### config.mk
export PLATFORM = sky130hd
export DESIGN_NAME = mem_access_unit
export DESIGN_NICKNAME = d
export VERILOG_FILES = /design/src/rtl/mips_mem_pkg.sv /design/src/rtl/store_lane_merge.sv /design/src/rtl/mem_access_unit.sv
export SDC_FILE = /design/constraint.sdc
export NUM_CORES = 1
export LEC_CHECK = 0
export CAP_MARGIN = 5
export CORE_UTILIZATION = 47
export CTS_BUF_LIST = sky130_fd_sc_hd__clkbuf_8
export DETAILED_ROUTE_END_ITERATION = 8
export HOLD_SLACK_MARGIN = 0.06
export PLACE_DENSITY_LB_ADDON = 0.12
export SLEW_MARGIN = 20
export SYNTH_ARGS = -nofsm -noshare
export SYNTH_HDL_FRONTEND = slang
export SYNTH_SLANG_ARGS = --single-unit
### constraint.sdc
create_clock -name clk -period 5.4 [get_ports clk]
set_input_delay 1.08 -clock clk [delete_from_list [all_inputs] [get_ports clk]]
set_output_delay 1.08 -clock clk [all_outputs]
set_load 0.05 [all_outputs]
### src/rtl/mips_mem_pkg.sv
// Shared encodings and the load lane-extract helper for the MEM-stage data memory initiator.
package mips_mem_pkg;

  localparam int BYTES_PER_WORD = 4;

  localparam logic [1:0] SZ_BYTE = 2'b00;
  localparam logic [1:0] SZ_HALF = 2'b01;
  localparam logic [1:0] SZ_WORD = 2'b10;

  typedef enum logic {
    ST_IDLE  = 1'b0,
    ST_WRITE = 1'b1
  } state_t;

  // Selects the addressed byte/halfword lane (little-endian) and extends it to 32 bits.
  function automatic logic [31:0] load_extract(input logic [31:0] word,
                                               input logic [1:0]  size,
                                               input logic [1:0]  lane,
                                               input logic        is_unsigned);
    logic [7:0]  b;
    logic [15:0] h;
    b = word[7:0];
    case (lane)
      2'd0: b = word[7:0];
      2'd1: b = word[15:8];
      2'd2: b = word[23:16];
      2'd3: b = word[31:24];
      default: b = word[7:0];
    endcase
    h = lane[1] ? word[31:16] : word[15:0];
    case (size)
      SZ_BYTE: load_extract = {{24{b[7] & ~is_unsigned}}, b};
      SZ_HALF: load_extract = {{16{h[15] & ~is_unsigned}}, h};
      default: load_extract = word;
    endcase
  endfunction

endpackage

### src/rtl/store_lane_merge.sv
// Combinational store merge: replaces the addressed byte/halfword lane(s) of an old word with new data.
module store_lane_merge
  import mips_mem_pkg::*;
(
  input  logic [31:0] old_word,
  input  logic [31:0] new_data,
  input  logic [1:0]  size,
  input  logic [1:0]  addr_lo,
  output logic [31:0] merged
);

  logic [BYTES_PER_WORD-1:0] lane_en;
  logic [31:0]               lane_data;

  // Sub-word data is replicated across lanes so each enabled lane picks its slice directly.
  always_comb begin
    lane_en   = '0;
    lane_data = new_data;
    merged    = old_word;
    case (size)
      SZ_BYTE: begin
        lane_en[addr_lo] = 1'b1;
        lane_data        = {4{new_data[7:0]}};
      end
      SZ_HALF: begin
        lane_en   = addr_lo[1] ? 4'b1100 : 4'b0011;
        lane_data = {2{new_data[15:0]}};
      end
      default: lane_en = '1;
    endcase
    for (int i = 0; i < BYTES_PER_WORD; i++) begin
      merged[8*i +: 8] = lane_en[i] ? lane_data[8*i +: 8] : old_word[8*i +: 8];
    end
  end

endmodule

### src/rtl/mem_access_unit.sv
// MEM-stage data memory initiator: word-only memory accesses, RMW sub-word stores, extended sub-word loads.
// Define MEM_ALIGN_CHECK_EN to fault and suppress misaligned halfword/word accesses.
module mem_access_unit
  import mips_mem_pkg::*;
#(
  parameter int ADDRESS_WIDTH = 32,
  parameter int DATA_WIDTH    = 32
) (
  input  logic                     clk,
  input  logic                     rst,
  input  logic                     mem_read_i,
  input  logic                     mem_write_i,
  input  logic [1:0]               size_i,
  input  logic                     unsigned_i,
  input  logic [ADDRESS_WIDTH-1:0] addr_i,
  input  logic [DATA_WIDTH-1:0]    wdata_i,
  output logic [DATA_WIDTH-1:0]    rdata_o,
  output logic                     stall_o,
  output logic                     misaligned_o,
  output logic                     mem_we_o,
  output logic [ADDRESS_WIDTH-1:0] mem_addr_o,
  output logic [DATA_WIDTH-1:0]    mem_wdata_o,
  input  logic [DATA_WIDTH-1:0]    mem_rdata_i
);

  state_t                   state;
  logic [DATA_WIDTH-1:0]    merge_q;
  logic [ADDRESS_WIDTH-1:0] addr_q;

  logic                  is_word;
  logic                  is_half;
  logic                  misaligned;
  logic                  idle;
  logic                  store_req;
  logic                  word_store;
  logic                  subword_store;
  logic                  load_active;
  logic [DATA_WIDTH-1:0] merged;

  // Reserved size 2'b11 shares bit 1 with SZ_WORD, so it decodes as a word.
  assign is_word = size_i[1];
  assign is_half = (size_i == SZ_HALF);
  assign idle    = (state == ST_IDLE);

`ifdef MEM_ALIGN_CHECK_EN
  assign misaligned = idle && (mem_read_i || mem_write_i) &&
                      ((is_half && addr_i[0]) || (is_word && (addr_i[1:0] != 2'b00)));
`else
  assign misaligned = 1'b0;
`endif

  assign store_req     = idle && mem_write_i && !misaligned;
  assign word_store    = store_req && is_word;
  assign subword_store = store_req && !is_word;
  assign load_active   = idle && mem_read_i && !misaligned;

  store_lane_merge u_merge (
    .old_word (mem_rdata_i),
    .new_data (wdata_i),
    .size     (size_i),
    .addr_lo  (addr_i[1:0]),
    .merged   (merged)
  );

  always_ff @(posedge clk) begin
    if (rst) begin
      state   <= ST_IDLE;
      merge_q <= '0;
      addr_q  <= '0;
    end else begin
      case (state)
        ST_IDLE: begin
          if (subword_store) begin
            addr_q  <= addr_i;
            merge_q <= merged;
            state   <= ST_WRITE;
          end
        end
        ST_WRITE: state <= ST_IDLE;
        default:  state <= ST_IDLE;
      endcase
    end
  end

  // Write enable is gated by reset so a reset landing on the WRITE cycle drops the pending write.
  always_comb begin
    mem_addr_o  = addr_i;
    mem_wdata_o = wdata_i;
    mem_we_o    = 1'b0;
    stall_o     = 1'b0;
    if (state == ST_WRITE) begin
      mem_addr_o  = addr_q;
      mem_wdata_o = merge_q;
      mem_we_o    = !rst;
    end else begin
      mem_we_o = word_store && !rst;
      stall_o  = subword_store && !rst;
    end
  end

  assign misaligned_o = misaligned && !rst;
  assign rdata_o      = load_active ? load_extract(mem_rdata_i, size_i, addr_i[1:0], unsigned_i)
                                    : '0;

endmodule
# Word-level counts from Yosys, hierarchy flattened
# Cells that the tools add are included.
# Widths: inputs -> output; s select.
[totals]
regBits = 65
in_bits = 103
output_inout_bits = 99
word_cells = 44
[op_classes]
n_lt_le_gt_ge = 2
n_eq_ne = 4
n_mux = 19
bitwise_logic = 4
n_reduce_logical = 12
[ops]
columns = ["op", "count"]
rows = [
  ["$pmux 32 s2", 2],
  ["$mux 32", 3],
  ["$mux 8", 4],
  ["$pmux 8 s4", 1],
  ["$mux 16", 1],
  ["$pmux 4 s2", 1],
  ["$logic_and 1x1->1", 7],
  ["$eq 2x1->1 const B", 2],
  ["$eq 2x2->1 const B", 2],
  ["$logic_not 2->1", 2],
  ["$mux 1", 4],
  ["$mux 4", 1],
  ["$lt 2x3->1 const B", 1],
  ["$and 1x1->1", 2],
  ["$demux 1 s2", 1],
  ["$ge 2x1->1 const B", 1],
  ["$logic_not 1->1", 2],
  ["$not 1->1", 2],
  ["$pmux 1 s2", 1],
  ["$reduce_and 2->1", 1],
]

# Logic depth before layout (Yosys ltp)
# Gate-level depths: netlist of run 1.
[logic_depth]
word_depth = 6
ltp_mapped = 6
ltp_nobuf = 3

# Modules after synthesis
# A second synthesis of run 1 with hierarchy kept.
[unflattened]
hier_cells = 577
hier_area_um2 = 4574.4
[by_module_without_submodules]
columns = ["module", "instances", "cells_each", "area_per_inst_um2"]
rows = [
  ["mem_access_unit", 1, 481, 3808.7],
  ["store_lane_merge", 1, 96, 765.7],
]

# Least setup slack after synthesis of run 1
# OpenSTA, ideal clock, no wires.
[synth_timing]
path_type = "input-to-output"
startpoint = "in addr_i[1]"
endpoint = "out rdata_o[6]"
t_arrival_ns = 3.120
t_required_ns = 4.320
path_slack_ns = 1.200
cell_stages = 6
path_buffers = 4
cell_sequence = "buf_6 -> buf_2 -> buf_2 -> buf_4 -> o22ai_1 -> a221oi_1"
[synth_via]
elab_chain_cells = 4
elab_cells_between_ends = 8
classes_between = "3 x eq/ne; 4 x mux; 1 x reduce/logical"
[synth_rtl]
columns = ["element", "line_no", "text"]
rows = [
  ["start: declaration", "mem_access_unit.sv:15", "input logic [ADDRESS_WIDTH-1:0] addr_i,"],
  ["$eq 2x2->1, or another cell as far along", "mips_mem_pkg.sv:23", "case (lane)"],
  ["$pmux 8 s4", "mips_mem_pkg.sv:23", ""],
  ["$pmux 32 s2 *", "mips_mem_pkg.sv:31", "case (size)"],
  ["$mux 32 *", "mem_access_unit.sv:102", "assign rdata_o = load_active ? load_extract(mem_rdata_i, size_i, addr_i[1:0], unsigned_i)"],
  ["end: declaration", "mem_access_unit.sv:17", "output logic [DATA_WIDTH-1:0] rdata_o,"],
]
# Mark *: on every way between the ends. The rest lies on a longest branch, timed or not.

# Final worst setup path of run 1
[layout_timing]
startpoint = "in size_i[1]"
endpoint = "out rdata_o[18]"
[layout_via]
elab_chain_cells = 3
elab_cells_between_ends = 4
classes_between = "1 x eq/ne; 2 x mux; 1 x reduce/logical"
[layout_rtl]
columns = ["element", "line_no", "text"]
rows = [
  ["start: declaration", "mem_access_unit.sv:13", "input logic [1:0] size_i,"],
  ["$eq 2x1->1 / $logic_not 2->1 (equally long branches)", "mips_mem_pkg.sv:31", ""],
  ["$pmux 32 s2 *", "mips_mem_pkg.sv:31", ""],
  ["$mux 32 *", "mem_access_unit.sv:102", ""],
]
# Marks and branches as above.

==> results of run 1 <==
==> cells in the mapped netlist, drive strengths merged <==
cell     count  area share [%]
a2111oi      8             1.6
a211oi      16             2.7
a21oi       34             3.8
a221oi      15             2.9
a22oi        1            0.17
a31oi        9             1.3
a32o         8             1.8
and2         1            0.14
and3b        1            0.20
buf         33             4.0
clkbuf      28             2.4
clkinv       1           0.084
conb         1           0.084
dfxtp       65              29
inv          1           0.084
mux2        65              16
mux2i        8             1.8
mux4         1            0.50
nand2       74             6.2
nand2b       9             1.3
nand3        8            0.90
nand3b       9             1.5
nand4b       8             1.6
nor2        22             2.1
nor2b       12             1.7
nor3         2            0.22
nor3b        2            0.45
nor4bb       1            0.22
o2111ai      8             1.6
o21ai       20             2.2
o21ba        1            0.22
o21bai      16             2.7
o22ai        7            0.98
o2bb2ai     16             3.1
o311ai       8             1.6
o32a         8             1.8
or3b         1            0.20
or4b         2            0.53
==> final timing paths <==
kind / endpoint / slack [ns] / cells after the start
max: rdata_o[18] / 1.02 / 6
min: addr_q[10] / 0.45 / 2
max reg2reg: merge_q[2] / 3.01 / 4
min reg2reg: addr_q[10] / 0.45 / 2
==> cells by family after synthesis <==
group / after synthesis / share of synthesized area (%)
DFF: 65 / 29.1
AOI/OAI and AO/OA: 175 / 28.4
other: 1 / 0.0839
buffers and inverters: 63 / 6.52
muxes: 74 / 18.7
and+or+nand+nor: 152 / 17.2
==> per-stage QoR <==
| stage | instances | utilization (%) | area [um^2] | hold slack (ns) |
|---|---|---|---|---|
| floorplan | 530 | - | 4470 | 0.433 |
| global placement | 810 | 72.0 | 6650 | 0.439 |
| detailed placement | 810 | 72.0 | 6650 | 0.445 |
| CTS | 826 | 74.7 | 6910 | 0.457 |
| global route | 826 | 74.8 | 6910 | 0.472 |
| finish | 826 | 74.8 | 6910 | 0.454 |
==> report_power, final <==
group | switching (W) | total (W) | internal [W] | leakage [nW]
registers | 0.0000186 | 0.000524 | 0.000506 | 0.533
logic | 0.000365 | 0.000624 | 0.000260 | 1.77
clock network | 0.000195 | 0.000516 | 0.000321 | 0.123
total | 0.000578 | 0.00166 | 0.00109 | 2.42
==> routing by layer <==
layer  part of all wire (%)  GRT usage [%]
met1                     40           38.3
met2                     48           51.2
met5                      0              0
met3                    7.3           5.20
met4                    4.4           14.5
==> registers in the layout, indices dropped and copies added (netlist names) <==
signal / flops
merge_q: 32
state: 1
addr_q: 32
==> worst max-delay path: cells and delay by family <==
| family | cells | cell delay (ns) |
|---|---|---|
| compound gates | 1 | 0.25 |
| buf+inv | 4 | 1.43 |
| simple gates | 1 | 0.54 |
==> final cells by class <==
| cell class | instances | area (um^2) |
|---|---|---|
| clock buffer | 10 | 138 |
| clock inverter | 6 | 115 |
| fill | 689 | 2330 |
| inverter | 2 | 7.51 |
| multi-input combinational | 402 | 2880 |
| sequential | 65 | 1310 |
| tap | 129 | 161 |
| timing repair buffer | 212 | 2300 |
==> flow_summary_export.csv, run 1 <==
group,metric,value,unit
outcome,outcome,"completed",
logic_synthesis,synth_area_per_cell,8.43,um^2
worst_setup_path,worstSetupPathType,"input pin to output port",
job,drv_cap,0,
worst_setup_path,cp.required,4.32,ns
finish,antenna_cells,0,
drt,wl_per_cell,18.6,um
die,dieArea,9900,um^2
placement,dpl.hpwl,11100,um
cts,cts_setup_buffers,0,
finish,final_common_cell,"clkdlybuf4s50_1",
sta,finalWorstSetupSlack,1.02,ns
power,powerDensity,241,nW/um^2
logic_synthesis,ys_seq_area_share,29.1,%
worst_setup_path,cp_cell_sequence,"clkdlybuf4s50_1 -> buf_4 -> clkinv_1 -> nor2_2 -> o2bb2ai_1 -> buf_12",
worst_setup_path,critical_path_peak_fanout,18,
power,vdd_drop_max,0.000214,V
drt,vias,4963,
cts,cts_tree,"built",
die,core,9240,um^2
power,total_power,0.00166,W
sta,hold_violations,0,
finish,drive_gt1_share,19.7,%
die,rows,35,
sta,tns,0,ns
sta,fmax,228,MHz
die,start_util,48.4,%
cts,cts-root-buf,"clkbuf_8",
min_path,hp-class,"register to register",
worst_setup_path,worstPathArrival,3.30,ns
logic_synthesis,ys_ff_latch,65,
drt,first_pass_iters,6,
drt,drt_iter0_markers,259,
grt,grt_use_total,30.6,%
sta,period_minus_slack,4.38,ns
sta,timing.final.max_slew_violations,0,
cts,clock_latency,0.33,ns
finish,mostFrequentLayoutCells,"clkdlybuf4s50_1 (165), nand2_1 (74), mux2_2 (65)",
drt,drt_wl_total,15400,um
cts,holdBufCountCts,0,
sta,rsz0062_at_grt,"no",
worst_setup_path,cp-end-kind,"output port",
sta,finalSetupViolations,0,
cts,ctsResizeCount,0,
drt,vias_per_cell,6.01,
grt,overflow,0,
grt,antenna_found_initial,0,
placement,gp_congestion,0.984,
logic_synthesis,syn-cell-area,4470,um^2
worst_setup_path,cp-startpoint,"size_i[1]",
finish,areaGrowthSynthToFinish,54.6,%
cts,h-tree-depth,3,
cts,clock_sinks,65,
grt,grt_max_degree,76,
cts,cts_inserted_buffers,9,
cts,clockBufferDepth,2,
worst_setup_path,timing.rr.start,"state",
worst_setup_path,max_stage_delay,0.81,ns
sta,finalClockSkew,0.00516,ns
sta,slew_headroom,48.2,%
drt,detail_route.drc_violations,0,
placement,pre_cts_ws,1.08,ns
min_path,hold_start,"addr_q[10]",
die,fp.dieH,99.5,um
power,leakage,2.42,nW
logic_synthesis,netlist_instances,530,
sta,post-route-period-util,81.1,%
grt,grt_pass1_vias,4728,
worst_setup_path,cp_slowest_cell,"clkdlybuf4s50_1",
sta,tightest_slew,0.775,ns
worst_setup_path,start_kind,"input pin",
drt,ant_nets,0,
die,ioPinCount,202,
die,die_x,99.5,um
logic_synthesis,synth_warnings,0,
cts,path_clk_slew,0.07,ns
logic_synthesis,synth_fp_nets,633,
grt,grt_pass1_wl,23900,um
finish,finalNetCount,795,
placement,io_buffers,200,
logic_synthesis,synth_cell_types,46,
Power figures use the tool's default switching activity.
==> inputs of run 2 (changes only) <==
--- a/config.mk
+++ b/config.mk
@@ -6,7 +6,7 @@
 export NUM_CORES = 1
 export LEC_CHECK = 0
 export CAP_MARGIN = 5
-export CORE_UTILIZATION = 47
+export CORE_UTILIZATION = 43
 export CTS_BUF_LIST = sky130_fd_sc_hd__clkbuf_8
 export DETAILED_ROUTE_END_ITERATION = 8
 export HOLD_SLACK_MARGIN = 0.06
==> constraint.sdc (replaced) <==
create_clock -name clk -period 4.3 [get_ports clk]
set_input_delay 0.86 -clock clk [delete_from_list [all_inputs] [get_ports clk]]
set_output_delay 0.86 -clock clk [all_outputs]
set_load 0.05 [all_outputs]
==> flow_summary_export.csv, run 2 (synthesis results as in run 1) <==
group,metric,value,unit
die,die_x,104,um
worst_setup_path,cp_cell_sequence,"clkdlybuf4s50_1 -> buf_4 -> nor2b_1 -> o21ai_0 -> a31oi_1 -> buf_12",
finish,areaGrowthSynthToFinish,55.6,%
worst_setup_path,r2r_setup_slack,1.69,ns
drt,first_pass_iters,4,
worst_setup_path,max_stage_delay,0.75,ns
power,vdd_drop_max,0.000183,V
sta,period_minus_slack,3.93,ns
placement,gp_congestion,0.944,
die,core,9910,um^2
grt,grt_pass1_wl,25100,um
sta,finalClockSkew,0.00697,ns
finish,finalNetCount,800,
die,ioPinCount,202,
cts,clockBufferDepth,2,
power,internal_power,0.00126,W
cts,path_clk_slew,0.07,ns
sta,post-route-period-util,91.3,%
drt,drt_wl_total,16100,um
cts,holdBufCountCts,0,
cts,clock_latency,0.34,ns
power,leakage,2.44,nW
drt,vias_per_cell,5.98,
finish,fin_cells,835,
sta,tns,0,ns
power,pwr-share-clk,27.0,%
sta,holdWs,0.455,ns
drt,detail_route.drc_violations,0,
cts,cts-root-buf,"clkbuf_8",
die,start_util,45.1,%
outcome,outcome,"completed",
finish,mostFrequentLayoutCells,"clkdlybuf4s50_1 (164), nand2_1 (74), mux2_2 (65)",
finish,n_fill_cell,818,
power,sw_frac_of_total,37.1,%
worst_setup_path,cp-end-kind,"output port",
power,pwr-share-comb,39.8,%
placement,dp_cells,819,
finish,final_common_cell,"clkdlybuf4s50_1",
sta,slew_headroom,34.4,%
drt,vias,4994,
finish,reg.largest.list,"addr_q (32), merge_q (32), state (1)",
sta,rsz0062_at_grt,"no",
power,total_power,0.00200,W
worst_setup_path,critical_path_peak_fanout,17,
die,rows,36,
worst_setup_path,cp_slowest_cell,"clkdlybuf4s50_1",
placement,dpl.hpwl,11800,um
worst_setup_path,cp.required,3.44,ns
worst_setup_path,r2r-end,"merge_q[6]",
sta,tightest_slew,0.984,ns
cts,cts_setup_buffers,0,
worst_setup_path,start_kind,"input pin",
sta,fmax,255,MHz
power,power_frac_seq,33.1,%
finish,drive_gt1_share,20.4,%
grt,overflow,0,
power,p_switching,0.000742,W
worst_setup_path,worstPathArrival,3.07,ns
grt,grt_max_degree,80,
grt,grt_use_total,28.9,%
die,dieArea,10800,um^2
sta,timing.final.max_slew_violations,0,
sta,finalSetupViolations,0,
job,drv_cap,0,
grt,antenna_found_initial,0,
placement,io_buffers,200,
worst_setup_path,cp-startpoint,"addr_i[1]",
cts,h-tree-depth,3,
finish,antenna_cells,0,
worst_setup_path,timing.rr.start,"state",
die,fp.dieH,104,um
power,powerDensity,287,nW/um^2
grt,grt_pass1_vias,4786,
drt,drt_iter0_markers,345,
min_path,hp-class,"register to register",
cts,clock_sinks,65,
cts,cts_inserted_buffers,9,
worst_setup_path,worst-r2r-cell-count,4,
drt,wl_per_cell,19.3,um
sta,hold_violations,0,
worst_setup_path,cp-endpoint,"rdata_o[13]",
drt,ant_nets,0,
cts,ctsResizeCount,0,
worst_setup_path,worstSetupPathType,"input pin to output port",
cts,cts_tree,"built",
## run 2: cell count changes in the layout (fill, tap and decap cells not counted), sizes merged
cell,change
clkinv,+2
inv,+1
buf,+6
bufinv,-2
clkinvlp,-1
clkdlybuf4s50,-1
## run 2: power by group through the flow
stage	clock [W]	sequential, W	combinational (W)
final	0.000540	0.000662	0.000796
after global placement	0	0.000674	0.000779
after detailed placement	0	0.000676	0.000789
after CTS	0.000546	0.000662	0.000792
after floorplan	0	0.000660	0.000468
after global routing	0.000576	0.000667	0.000828
## run 2: final cells by class
| type | count | area [um^2] | share of cell area, % |
|---|---|---|---|
| Sequential cell | 65 | 1310 | 18.8 |
| Clock buffer | 10 | 138 | 1.98 |
| Tap cell | 133 | 166 | 2.39 |
| Inverter | 2 | 7.51 | 0.108 |
| Timing Repair Buffer | 217 | 2390 | 34.3 |
| Multi-Input combinational cell | 402 | 2880 | 41.4 |
| Clock inverter | 6 | 66.3 | 0.954 |
## run 2: worst min-delay path by stage
stage / start / end / slack [ns] / cells past startpoint
2_1_floorplan: addr_q[0] / addr_q[0] / 0.43 / 2
3_3_place_gp: addr_q[22] / addr_q[22] / 0.44 / 2
3_5_place_dp: addr_q[3] / addr_q[3] / 0.45 / 2
4_1_cts: addr_q[17] / addr_q[17] / 0.46 / 2
5_1_grt: addr_q[24] / addr_q[24] / 0.48 / 2
6_report: addr_q[17] / addr_q[17] / 0.46 / 2
## run 2: routing by layer
metal | global-route usage [%] | share of wire, % | vias to the layer above
met5 | 0 | 0 | -
met4 | 9.69 | 2.5 | 0
met3 | 5.45 | 8.1 | 33
met2 | 49.1 | 48 | 233
met1 | 36.6 | 41 | 2383
li1 | - | - | 2345
## run 2: per-stage QoR
step | area [um^2] | worst slack (ns) | util [%]
final | 6950 | 0.372 | 70.1
after global routing | 6950 | 0.266 | 70.1
after CTS | 6950 | 0.422 | 70.1
after detailed placement | 6750 | 0.426 | 68.1
after global placement | 6750 | 0.532 | 68.1
after floorplan | 4470 | 0.540 | -
## run 2: critical path, delay by kind of cell
kind            cells  cell delay, ns
buf+inv             3            1.28
simple gates        1            0.43
compound gates      2            0.49
==> RTL edit 1 (config.mk and constraints of run 2) <==
Reset style: asynchronous (`rst`), changed in one clocked block.
--- a/src/rtl/mem_access_unit.sv
+++ b/src/rtl/mem_access_unit.sv
@@ -62,7 +62,7 @@
     .merged   (merged)
   );
 
-  always_ff @(posedge clk) begin
+  always_ff @(posedge clk or posedge rst) begin
     if (rst) begin
       state   <= ST_IDLE;
       merge_q <= '0;
Formal check against the unedited RTL: differs if rst is asserted again (counterexample within 4 cycles, from zero or initial values and one cycle with rst high); with rst held inactive, the same outputs for 4 cycles.
==> RTL edit 1 against run 2 <==
Utilization is 1.3 points lower; clock power is 6.9% lower; sequential cell count stayed put; area after synthesis is 2.7% lower; count of clock-buffer cells in the layout is 1 lower; power is 9.9% higher; global-route usage is 1.0 points lower; non-clock buffer count is 6 lower; worst setup slack better by 0.11 ns; synthesized cell count is 0.19% lower; final cell count is 1.6% higher; critical path depth stayed put; final area is 3.2% lower; wire length is 9.4% lower; largest power group unchanged.
==> RTL edit 1: results (changes against run 2) <==
place:
  pre_cts_ws_ns: 0.504  # +0.0776 ns
  post-dp-hpwl_mm: 11.2  # -5.2%
  place_congestion: 0.847  # -10%
  dpl_cell_area_sq_um: 6540  # -3.1%
  port_buffers: 200  # unchanged
  dp_cells: 832  # +1.6%
setup_path:
  r2r-start: "state$_DFF_PP0_"
  slowest_delay_ns: 0.60  # -0.15 ns
  crit_start: "addr_i[0]"
  r2r_cells: 5  # +1
  r2r-end: "merge_q[14]$_DFFE_PP0P_"
  critPathTopFamily: "compound AO/OA/AOI/OAI gates"
  cp_max_fo: 15  # -2
  crit_end: "rdata_o[3]"
  critical_path_arrival_ns: 2.96  # -0.11 ns
  rrSetupSlack_ns: 2.10  # +0.41 ns
synthesis:
  synth_cells: 529  # -0.19%
  seq_area_frac_synth_pct: 37.4  # +8.3 points
  synthTopCellsByArea: "dfrtp_1, nand2_1, mux2_1, mux2_2, a21oi_1"
  async_flop_share_pct: 100  # +100 points
  syn_nets: 632  # -0.16%
  synth.top_cells.by_count: "nand2_1, dfrtp_1, mux2_1"
  yosysUniqueCellTypes: 35  # -24%
detailed_routing:
  vias_per_cell: 5.48  # -8.5%
  wl_met3_mm: 1.16  # -12%
  drt-initial-drc-count: 233  # -32%
  wl_per_cell_um: 17.2  # -11%
  wl_mm: 14.6  # -9.4%
  wl_met1_mm: 6.01  # -8.8%
  met2_length_mm: 7.10  # -9.0%
  firstDrtPassIters: 5  # +1
  top_layer_used: "met4"
min_path:
  holdPathStages: 2  # unchanged
power:
  peakVddDrop_uv: 162  # -11%
  leakagePower_nw: 2.85  # +17%
global_routing:
  grt_pass1_vias: 4387  # -8.3%
  track_usage_pct: 27.8  # -1.0 points
  grt.met3_usage_pct: 5.42  # -0.027 points
  met1_usage_pct: 35.2  # -1.4 points
  grt_use_met2_pct: 46.2  # -2.9 points
  grt_max_degree: 51  # -36%
  grt_first_pass_wirelength_mm: 22.2  # -11%
cells_and_area:
  nets: 813  # +1.6%
  drive_above_1_share_pct: 15.4  # -5.0 points
  reg.largest.list: "addr_q: 32 flops, merge_q: 32 flops, state: 1 flops"
  n_fill_cell: 808  # -1.2%
timing:
  skew_ns: 0.00697  # -0.00000236 ns
  max_slew_margin_pct: 41.3  # +6.9 points
  min_period_over_period_pct: 88.8  # -2.6 points
status:
  outcome: "finished clean"
clocking:
  clk_latency_ns: 0.35
  clock-root-buffer: "clkbuf_8"
  cts.clk_slew.worst_paths_ns: 0.06
  cts_buffers: 9  # unchanged
RTL edit 1: power by group:
group / internal (W) / total, W / switching (W)
clock network: 0.000262 / 0.000503 / 0.000241
logic: 0.000367 / 0.000922 / 0.000556
registers: 0.000710 / 0.000771 / 0.0000614
RTL edit 1: worst register-to-register path, cell delays in order (launching register included):
cell	delay (ns)
dfrtp_2	0.72
nand3b_1	0.40
inv_2	0.37
buf_12	0.28
o21ai_0	0.18
o21ai_1	0.17
RTL edit 1: worst min-delay path by stage:
stage	start	endpoint	slack [ns]
global route	addr_q[14]$_DFFE_PP0P_	addr_q[14]$_DFFE_PP0P_	0.50
finish	addr_q[10]$_DFFE_PP0P_	addr_q[10]$_DFFE_PP0P_	0.47
detailed placement	addr_q[13]$_DFFE_PP0P_	addr_q[13]$_DFFE_PP0P_	0.46
global placement	addr_q[10]$_DFFE_PP0P_	addr_q[10]$_DFFE_PP0P_	0.45
floorplan	addr_q[31]$_DFFE_PP0P_	addr_q[31]$_DFFE_PP0P_	0.44
CTS	addr_q[10]$_DFFE_PP0P_	addr_q[10]$_DFFE_PP0P_	0.48
RTL edit 1: cell families (layout without fill, tap and decap cells):
kind of cell	Yosys count	in the layout	synth area share [%]
mux	72	72	18.6
other cells	1	1	0.0862
flops	65	65	37.4
buf+inv	46	232	4.98
compound gates	127	127	17.7
simple gates	218	218	21.2
RTL edit 1: final cells by class:
type                       count  area (sq um)  share of cell area, %
timing repair buffer         211          2220                   33.0
sequential                    65          1630                   24.2
tap                          133           166                   2.47
clock inverter                 7          63.8                  0.948
inverter                       5          18.8                  0.279
multi-input combinational    418          2500                   37.2
clock buffer                   9           124                   1.84
==> RTL edit 2 (config.mk and constraints of run 2) <==
Made on the original files. Build with the macro `MEM_ALIGN_CHECK_EN` defined.
--- a/src/rtl/mem_access_unit.sv
+++ b/src/rtl/mem_access_unit.sv
@@ -1,5 +1,7 @@
 // MEM-stage data memory initiator: word-only memory accesses, RMW sub-word stores, extended sub-word loads.
 // Define MEM_ALIGN_CHECK_EN to fault and suppress misaligned halfword/word accesses.
+`define MEM_ALIGN_CHECK_EN
+
 module mem_access_unit
   import mips_mem_pkg::*;
 #(
Formal check against the unedited RTL: not equivalent (Yosys sat finds a counterexample within 4 cycles, from zero or initial values and one cycle with rst high).
==> RTL edit 2 against run 2 <==
Sequential cell count did not move; first-iteration DRC count rose by 12%; utilization rose by 1.2 points; clock skew rose by 0.0027 ns; sequential power fell by 1%; worst setup slack got worse by 0.045 ns; count of clock-buffer cells in the layout fell by 1; sequential share of layout area barely moved; final cell count rose by 0.36%; via count fell by 6.3%; power rose by 1.9%; wire length rose by 0.36%; area after synthesis fell by 4.0%; final area fell by 0.18%; critical endpoint is now rdata_o[23]; largest cell class unchanged.
==> RTL edit 2: results (changes against run 2) <==
status:
  outcome: "finished clean"
setup_path:
  critical_path_arrival_ns: 3.11  # +0.04 ns
  cp_max_fo: 16  # -1
  rrSetupSlack_ns: 2.07  # +0.38 ns
  crit_end: "rdata_o[23]"
  slowest_delay_ns: 0.62  # -0.13 ns
  slowest_stage: "o2111ai_4"
  r2r_cells: 6  # +2
  critPathTopFamily: "compound AO/OA/AOI/OAI gates"
min_path:
  hold_end: "addr_q[7]$_SDFFE_PP0P_"
place:
  port_buffers: 201  # +0.50%
  pre_cts_ws_ns: 0.371  # -0.0552 ns
  dpl_cell_area_sq_um: 6700  # -0.76%
  post-dp-hpwl_mm: 12.2  # +3.6%
global_routing:
  grt_use_met2_pct: 51.5  # +2.4 points
  grt_first_pass_wirelength_mm: 24.1  # -3.9%
  grt_pass1_vias: 4381  # -8.5%
  track_usage_pct: 30.9  # +2.0 points
detailed_routing:
  wl_per_cell_um: 19.3  # about the same
  wl_mm: 16.2  # +0.36%
  firstDrtPassIters: 5  # +1
  vias: 4680  # -6.3%
  drt-initial-drc-count: 386  # +12%
power:
  peakVddDrop_uv: 205  # +12%
  leakagePower_nw: 2.59  # +5.8%
  pwr-share-seq_pct: 32.1  # -1.0 points
  powerComb_w: 0.000742  # -6.8%
  pwr_density_cell_nw_per_um2: 294  # +2.1%
synthesis:
  yosysUniqueCellTypes: 47  # +2.2%
  synthTopCellsByArea: "dfxtp_1, mux2_2, nand2_1, a21oi_1, nor2_1"
cells_and_area:
  n_fill_cell: 772  # -5.6%
  nets: 803  # +0.38%
timing:
  timing.hold.ws_ns: 0.456  # +0.000781 ns
  skew_ns: 0.00963  # +0.00266 ns
-- RTL edit 2: cell count changes in the layout (fill, tap and decap cells not counted), sizes merged, moves of 9 or more --
| cell | before | now |
|---|---|---|
| nand2 | 74 | 124 |
| nor2 | 22 | 43 |
| o21ai | 20 | 1 |
| a21oi | 34 | 50 |
| o2bb2ai | 16 | 0 |
| a221oi | 15 | 1 |
| o21bai | 16 | 2 |
| o32ai | 0 | 9 |
-- RTL edit 2: cell families after synthesis --
family	share of synthesized area, %
mux	22.3
simple gates	22.4
flops	30.3
compound gates	18.7
buf+inv	6.24
-- RTL edit 2: cell type report --
type	count	area share, %
well taps	133	2.40
clock inverters	7	1.71
flip-flops and latches	65	18.8
clock buffers	9	1.79
inverters	4	0.216
repair buffers	217	35.8
multi-input cells	403	39.3
-- RTL edit 2: per-layer routing --
metal / vias up / wire length [um]
li1: 2205 / -
met5: - / 0
met4: 0 / 361
met2: 248 / 7710
met3: 27 / 1490
met1: 2200 / 6610
